<file path="src/rtl/uart_mmio_tx.sv">
// Memory-mapped UART transmitter: TXDATA/STATUS/BAUD registers, transmit FIFO, 8N1 serializer.
// Define UART_TX_PARITY_EN to append an even-parity bit after the data bits.

typedef enum logic [1:0] {MEM_BYTE, MEM_HALF, MEM_WORD, MEM_DWORD} mem_op_t;

module uart_mmio_tx #(
    parameter logic [31:0] BASE_ADDR  = 32'h1000_0000,
    parameter int          FIFO_DEPTH = 8,
    parameter int          DIV_RESET  = 16
) (
    input  logic        clk,
    input  logic        reset,
    input  logic        wr_en,
    input  mem_op_t     mem_ctrl,
    input  logic [31:0] addr,
    input  logic [31:0] data_in,
    output logic [31:0] data_out,
    output logic        tx,
    output logic        irq
);
    localparam int PW = $clog2(FIFO_DEPTH);
    localparam int CW = PW + 1;

`ifdef UART_TX_PARITY_EN
    typedef enum logic [2:0] {IDLE, START, DATA, PARITY, STOP} state_t;
`else
    typedef enum logic [2:0] {IDLE, START, DATA, STOP} state_t;
`endif

    state_t          state_q, state_d;
    logic [7:0]      fifo_q [FIFO_DEPTH];
    logic [PW-1:0]   wr_ptr_q, wr_ptr_d;
    logic [PW-1:0]   rd_ptr_q, rd_ptr_d;
    logic [CW-1:0]   count_q, count_d;
    logic            ovf_q, ovf_d;
    logic [15:0]     baud_q, baud_d;
    logic [15:0]     div_q, div_d;
    logic [15:0]     cnt_q, cnt_d;
    logic [2:0]      bit_q, bit_d;
    logic [7:0]      shift_q, shift_d;

    logic       hit, wr_tx, wr_st, wr_baud;
    logic       full, empty, busy, pop, push, bit_end;
    logic [3:0] off;
    logic [6:0] cnt7;
    logic       unused_ok;

    assign hit     = addr[31:4] == BASE_ADDR[31:4];
    assign off     = addr[3:0];
    assign wr_tx   = wr_en && hit && (off == 4'h0);
    assign wr_st   = wr_en && hit && (off == 4'h4);
    assign wr_baud = wr_en && hit && (off == 4'h8);

    assign full    = count_q == CW'(FIFO_DEPTH);
    assign empty   = count_q == '0;
    assign busy    = state_q != IDLE;
    assign pop     = (state_q == IDLE) && !empty;
    // A full FIFO still accepts a store when the serializer drains a slot on the same edge.
    assign push    = wr_tx && (!full || pop);
    assign bit_end = cnt_q == (div_q - 16'd1);
    assign cnt7    = 7'(count_q);
    assign irq     = empty && (state_q == IDLE);

    // Access width and upper store bits have no effect on this block.
    assign unused_ok = ^{mem_ctrl, data_in[31:16]};

    always_comb begin
        wr_ptr_d = wr_ptr_q;
        rd_ptr_d = rd_ptr_q;
        count_d  = count_q + CW'(push) - CW'(pop);
        ovf_d    = ovf_q;
        baud_d   = baud_q;
        state_d  = state_q;
        div_d    = div_q;
        cnt_d    = cnt_q;
        bit_d    = bit_q;
        shift_d  = shift_q;

        if (push) wr_ptr_d = wr_ptr_q + PW'(1);
        if (pop)  rd_ptr_d = rd_ptr_q + PW'(1);
        if (wr_tx && full && !pop) ovf_d = 1'b1;
        else if (wr_st)            ovf_d = 1'b0;
        if (wr_baud) baud_d = data_in[15:0];

        case (state_q)
            IDLE: begin
                if (!empty) begin
                    state_d = START;
                    shift_d = fifo_q[rd_ptr_q];
                    div_d   = (baud_q == 16'd0) ? 16'd1 : baud_q;
                    cnt_d   = '0;
                    bit_d   = '0;
                end
            end
            START: begin
                cnt_d = bit_end ? '0 : cnt_q + 16'd1;
                if (bit_end) state_d = DATA;
            end
            DATA: begin
                cnt_d = bit_end ? '0 : cnt_q + 16'd1;
                if (bit_end) begin
                    bit_d = bit_q + 3'd1;
`ifdef UART_TX_PARITY_EN
                    if (bit_q == 3'd7) state_d = PARITY;
`else
                    if (bit_q == 3'd7) state_d = STOP;
`endif
                end
            end
`ifdef UART_TX_PARITY_EN
            PARITY: begin
                cnt_d = bit_end ? '0 : cnt_q + 16'd1;
                if (bit_end) state_d = STOP;
            end
`endif
            STOP: begin
                cnt_d = bit_end ? '0 : cnt_q + 16'd1;
                if (bit_end) state_d = IDLE;
            end
            default: state_d = IDLE;
        endcase
    end

    always_comb begin
        tx = 1'b1;
        case (state_q)
            START:   tx = 1'b0;
            DATA:    tx = shift_q[bit_q];
`ifdef UART_TX_PARITY_EN
            PARITY:  tx = ^shift_q;
`endif
            default: tx = 1'b1;
        endcase
    end

    always_comb begin
        data_out = '0;
        if (hit) begin
            case (off)
                4'h4:    data_out = {17'd0, cnt7, 4'd0, ovf_q, busy, empty, full};
                4'h8:    data_out = {16'd0, baud_q};
                default: data_out = '0;
            endcase
        end
    end

    always_ff @(posedge clk) begin
        if (!reset && push) fifo_q[wr_ptr_q] <= data_in[7:0];
    end

    always_ff @(posedge clk) begin
        if (reset) begin
            state_q  <= IDLE;
            wr_ptr_q <= '0;
            rd_ptr_q <= '0;
            count_q  <= '0;
            ovf_q    <= 1'b0;
            baud_q   <= 16'(DIV_RESET);
            div_q    <= 16'd1;
            cnt_q    <= '0;
            bit_q    <= '0;
            shift_q  <= '0;
        end else begin
            state_q  <= state_d;
            wr_ptr_q <= wr_ptr_d;
            rd_ptr_q <= rd_ptr_d;
            count_q  <= count_d;
            ovf_q    <= ovf_d;
            baud_q   <= baud_d;
            div_q    <= div_d;
            cnt_q    <= cnt_d;
            bit_q    <= bit_d;
            shift_q  <= shift_d;
        end
    end

endmodule

</file>
<file path="config.mk">
export PLATFORM = sky130hd
export DESIGN_NAME = uart_mmio_tx
export DESIGN_NICKNAME = d
export VERILOG_FILES = /design/src/rtl/uart_mmio_tx.sv
export SDC_FILE = /design/constraint.sdc
export NUM_CORES = 1
export LEC_CHECK = 0
export ABC_AREA = 1
export CORE_MARGIN = 2
export CORE_UTILIZATION = 40
export DETAILED_ROUTE_END_ITERATION = 16
export GPL_TIMING_DRIVEN = 0
export SYNTH_ARGS = -nofsm -noshare
export SYNTH_HDL_FRONTEND = slang
export SYNTH_SLANG_ARGS = --single-unit
</file>
<file path="constraint.sdc">
create_clock -name clk -period 6.2 [get_ports clk]
set_clock_uncertainty 0.05 [all_clocks]
set_input_delay 1.24 -clock clk [delete_from_list [all_inputs] [get_ports clk]]
set_output_delay 1.24 -clock clk [all_outputs]
set_load 0.01 [all_outputs]
</file>
**Yosys cells after proc, flatten, opt, wreduce, memory -nomap -nowiden**

Memory sizes are Yosys's and may differ from the RTL's. A register that Yosys moved wholly into a read port is not among the register bits.
Index checks and enable logic that the tools add are counted.
W data, S select, Z words.

- Bits in registers: 65
- Latch bits: 0
- Bits in writable memories: 64
- Bits in read-only memories: 0
- Input bits: 69
- Output and inout bits: 34
- Logic and storage cells: 83
- Memories: 1

- Add/sub/neg operators: 7
- $mul: 0
- Div/mod/pow operators: 0
- $lt $le $gt $ge: 1
- Equality and inequality tests: 14
- Shifts and indexed selects: 0
- Multiplexer cells: 22
- Bitwise logic cells: 1
- Reductions and logical operators: 28

Memory list:

| name | depth | width | rd ports | clocked after memory_dff | write ports | RTL line | RTL |
|---|---|---|---|---|---|---|---|
| fifo_q | 8 | 8 | 1 | 1 | 1 | 31 | `logic [7:0] fifo_q [FIFO_DEPTH];` |

Operators by type and width:

| kind | count |
|---|---|
| $mux W16 | 4 |
| $pmux W16 S2 | 2 |
| $eq A28 B25 Y1 const B | 1 |
| $mux W3 | 7 |
| $add A16 B1 Y16 const B | 1 |
| $eq A16 B16 Y1 | 1 |
| $logic_not A16 Y1 | 1 |
| $sub A16 B1 Y16 const B | 1 |
| $pmux W3 S4 | 1 |
| $logic_and A1 B1 Y1 | 10 |
| $ne A2 B2 Y1 const B | 5 |
| $add A3 B1 Y3 const B | 3 |
| $eq A4 B4 Y1 const B | 2 |
| $logic_not A4 Y1 | 2 |
| $eq A3 B2 Y1 const B | 2 |
| $pmux W3 S2 | 1 |
| $reduce_bool A2 Y1 | 3 |
| $mux W1 | 5 |
| $reduce_and A5 Y1 | 1 |
| $add A4 B1 Y4 | 1 |
| $eq A4 B3 Y1 const B | 1 |
| $logic_not A1 Y1 | 4 |
| $lt A3 B4 Y1 const B | 1 |
| $reduce_and A2 Y1 | 2 |
| 11 further kinds | 11 |

**Depth between registers and ports, before layout**

- Depth in word-level cells: 8
- Gate-level depth with buffers: 17

**Worst setup path after synthesis**

No wires, ideal clock.

- Path type: input -> output
- Start: input addr[31]
- End: output data_out[13]
- Arrival: 2,290 ps
- Setup slack: 2,620 ps
- Stages on the path: 6
- Path buffers: 1
- Cells stage by stage: nor4_1 nand2_1 nor2_1 nand2_1 clkbuf_1 nor3_1

- Word-level cells in the longest chain between the ends: 2

Ends and longest elaborated chain:

| element | RTL line | RTL |
|---|---|---|
| from (decl) | 15 | `input logic [31:0] addr,` |
| $eq A28 B25 Y1 | 48 | `assign hit = addr[31:4] == BASE_ADDR[31:4];` |
| $mux W16 | 138 | `if (hit) begin` |
| to (decl) | 17 | `output logic [31:0] data_out,` |

Every way passes these cells.

**Worst setup path after layout**

- Start: input addr[15]
- End: output data_out[3]

Same word-level chain as after synthesis.

==> impl_metrics.toml <==
[grt]
grt_util_met2_pct = 32.8
gr-usage-met1_pct = 27.2
grt-ovfl-total = 0
antenna_found_initial = 0
grt_pass1_vias = 5525
grt_pass1_wl_mm = 28.9
grt_max_degree = 18
gr-usage-all-layers_pct = 20.3
busiest_layer = "met2"
grtUsageMet3_pct = 4.93

[timing]
worst_slew_pin_slew_ns = 0.858
maxSlewHeadroom_pct = 42.6
hold_viol = 0
post-route-min-period_ns = 4.72
fin_tns_setup_ns = 0
finalSetupViolCount = 0
post-route-period-util_pct = 76.1
rsz0062_at_grt = "false"
whs_ns = 0.433
finalMaxSlewViolations = 0
max_freq_mhz = 212

[cells_and_area]
final_util_pct = 50.2
area_growth_pct = 23.2
layout_commonest_cell = "nor2_1"
drive_gt1_share_pct = 10.0
layout.nets = 1012
layout_common_cells = "nor2_1, nand2_1, inv_1"
fin_area_um2 = 8660
antenna_cells = 0

[floorplan]
die_area_um2 = 18600
die_w_um = 137
rows = 48
die_h_um = 137
initial_core_util_pct = 40.8
core_area_um2 = 17200
ios = 103

[clocking]
root_buffer = "clkbuf_16"
cts_setup_buffers = 0
clock_latency_ns = 0.43
postCtsHoldBufs = 0
cts_tree = "done"
clock_path_buffers = 2
cts_buffers = 17
cts.sinks = 136
clk_pin_slew_ns = 0.07
htreeDepth = 4
postCtsResizedCells = 0

[outcome]
status = "finished clean"

[logic_synthesis]
ys_warn_count = 0
yosysTopAreaCellShare_pct = 27.4
ys.flop_type = "dfxtp_1"
ys_types = 47
async_flop_share_pct = 0
ys_seq_elements = 136
synthCells = 825
ys_seq_area_share_pct = 47.9
synth.cell_area_um2 = 7030
synthTopCellsByArea = "edfxtp_1, dfxtp_1, nor2_1"
synth_top_area_cell = "edfxtp_1"
synth_edf_count = 64
syn_area_per_cell_um2 = 8.52

[place]
place.gp.congestion = 0.867
placed_area_um2 = 8030
port_buffers = 67
hpwl_mm = 13.0

[worst_hold_path]
holdPathStages = 2
hp-class = "flop to flop"
worstHoldStart = "ovf_q$_SDFFE_PP0P_"
worstHoldEndpoint = "ovf_q$_SDFFE_PP0P_"

[worst_setup_path]
critPathArrivalTime_ns = 3.43
cp_slowest_cell = "clkdlybuf4s50_1"
critPathKind = "input pin to primary output"
reg2regPathDepth = 11
crit_fanout = 10
path_cells = "clkdlybuf4s50_1, nor4_1, nand2_1, nor2_1, nand2_1, clkbuf_1, a21oi_1, clkdlybuf4s50_1"
startpoint_type = "input pin"
worst_path_largest_cell_delay_ns = 0.57
reg2reg_slack_ns = 3.46
cp-end-kind = "primary output"
timing.rr.end = "count_q[2]$_SDFF_PP0_"
worst-endpoint-required_ns = 4.91
r2r_start = "state_q[0]$_SDFFE_PP0P_"

[routing]
drcViolationCount = 0
vias_per_cell = 5.11
wl_per_cell_um = 15.3
num_vias = 5944
wl_mm = 17.8
drt_first_pass_iters = 5
drt-initial-drc-count = 398
ant_nets = 0

[power_and_ir_drop]
total_power_uw = 3650
leakage_uw = 0.00326
powerDensity_nw_per_um2 = 421
ir_drop_mv = 0.237

[job]
max_cap_violations = 0
## per-layer routing
metal | part of all wire, % | up-vias
met5 | 0 | -
met4 | 1.3 | 0
met3 | 4.9 | 22
met2 | 47 | 166
met1 | 47 | 2764
li1 | - | 2992
## per-stage QoR
stage,std cells,setup WS [ns]
floorplan,840,2.62
finish,1164,1.48
global placement,1132,1.46
detailed placement,1132,1.45
global route,1164,1.27
CTS,1164,1.45
## worst max-delay path by stage
stage / from / to
2_1_floorplan: addr[31] / data_out[13]
3_3_place_gp: addr[15] / data_out[14]
3_5_place_dp: addr[15] / data_out[14]
5_1_grt: addr[15] / data_out[14]
4_1_cts: addr[15] / data_out[14]
6_report: addr[15] / data_out[3]
## worst max-delay path, delay by kind of cell
kind / cells / cell delay (ns)
buffers and inverters: 3 / 1.26
AOI/OAI and AO/OA: 1 / 0.21
and+or+nand+nor: 4 / 0.71
## cell type report
type                    instances  area, um^2
fillers                      1602        8580
flip-flops and latches        136        3360
multi-input cells             574        3140
repair buffers                 67         671
clock buffers                  17         425
inverters                      81         304
well taps                     225         282
plain buffers                  49         273
clock inverters                15         198
## cell usage after synthesis (2+ instances only)
cell      number
nor2_2         2
xor2_1        12
o211ai_1       2
clkbuf_1      24
o21ai_0       66
mux2i_1       10
buf_2          5
nor3_1        12
dfxtp_1       72
nand3b_1       9
nand4_1       12
o32ai_1        8
nand2_2        8
nand3_2        6
nor4_1        11
edfxtp_1      64
nor2_1       123
buf_6          3
nand2_1      115
ha_1          16
o221ai_1       9
nor2_4         7
nand2_4        3
buf_4         16
inv_2          6
nand3_1       35
a211oi_1      15
xnor2_1        7
inv_1         74
a21oi_1       56
## cell families (layout without fill, tap and decap cells)
kind of cell / count (synthesis) / in the layout / synth area share (%)
AO/OA/AOI/OAI: 162 / 162 / 13.3
XOR/XNOR: 19 / 19 / 2.37
adder cells (fa/ha/maj): 17 / 17 / 3.13
buffers and inverters: 130 / 229 / 8.21
flip-flops: 136 / 136 / 47.9
multiplexers: 10 / 10 / 1.42
other: 1 / 16 / 0.0534
AND/OR/NAND/NOR: 350 / 350 / 23.7
## power by group
part / switching [uW] / total [uW] / internal (uW)
clock network: 463 / 1050 / 585
logic: 927 / 1430 / 502
registers: 116 / 1170 / 1050
## sequential cells by signal, indices dropped and copies added, names as in the netlist
register	flops
baud_q	16
cnt_q	16
bit_q	3
count_q	4
shift_q	8
wr_ptr_q	3
state_q	2
div_q	16
rd_ptr_q	3
ovf_q	1
fifo_q	64
No activity file was read; power rests on OpenSTA's default activity.
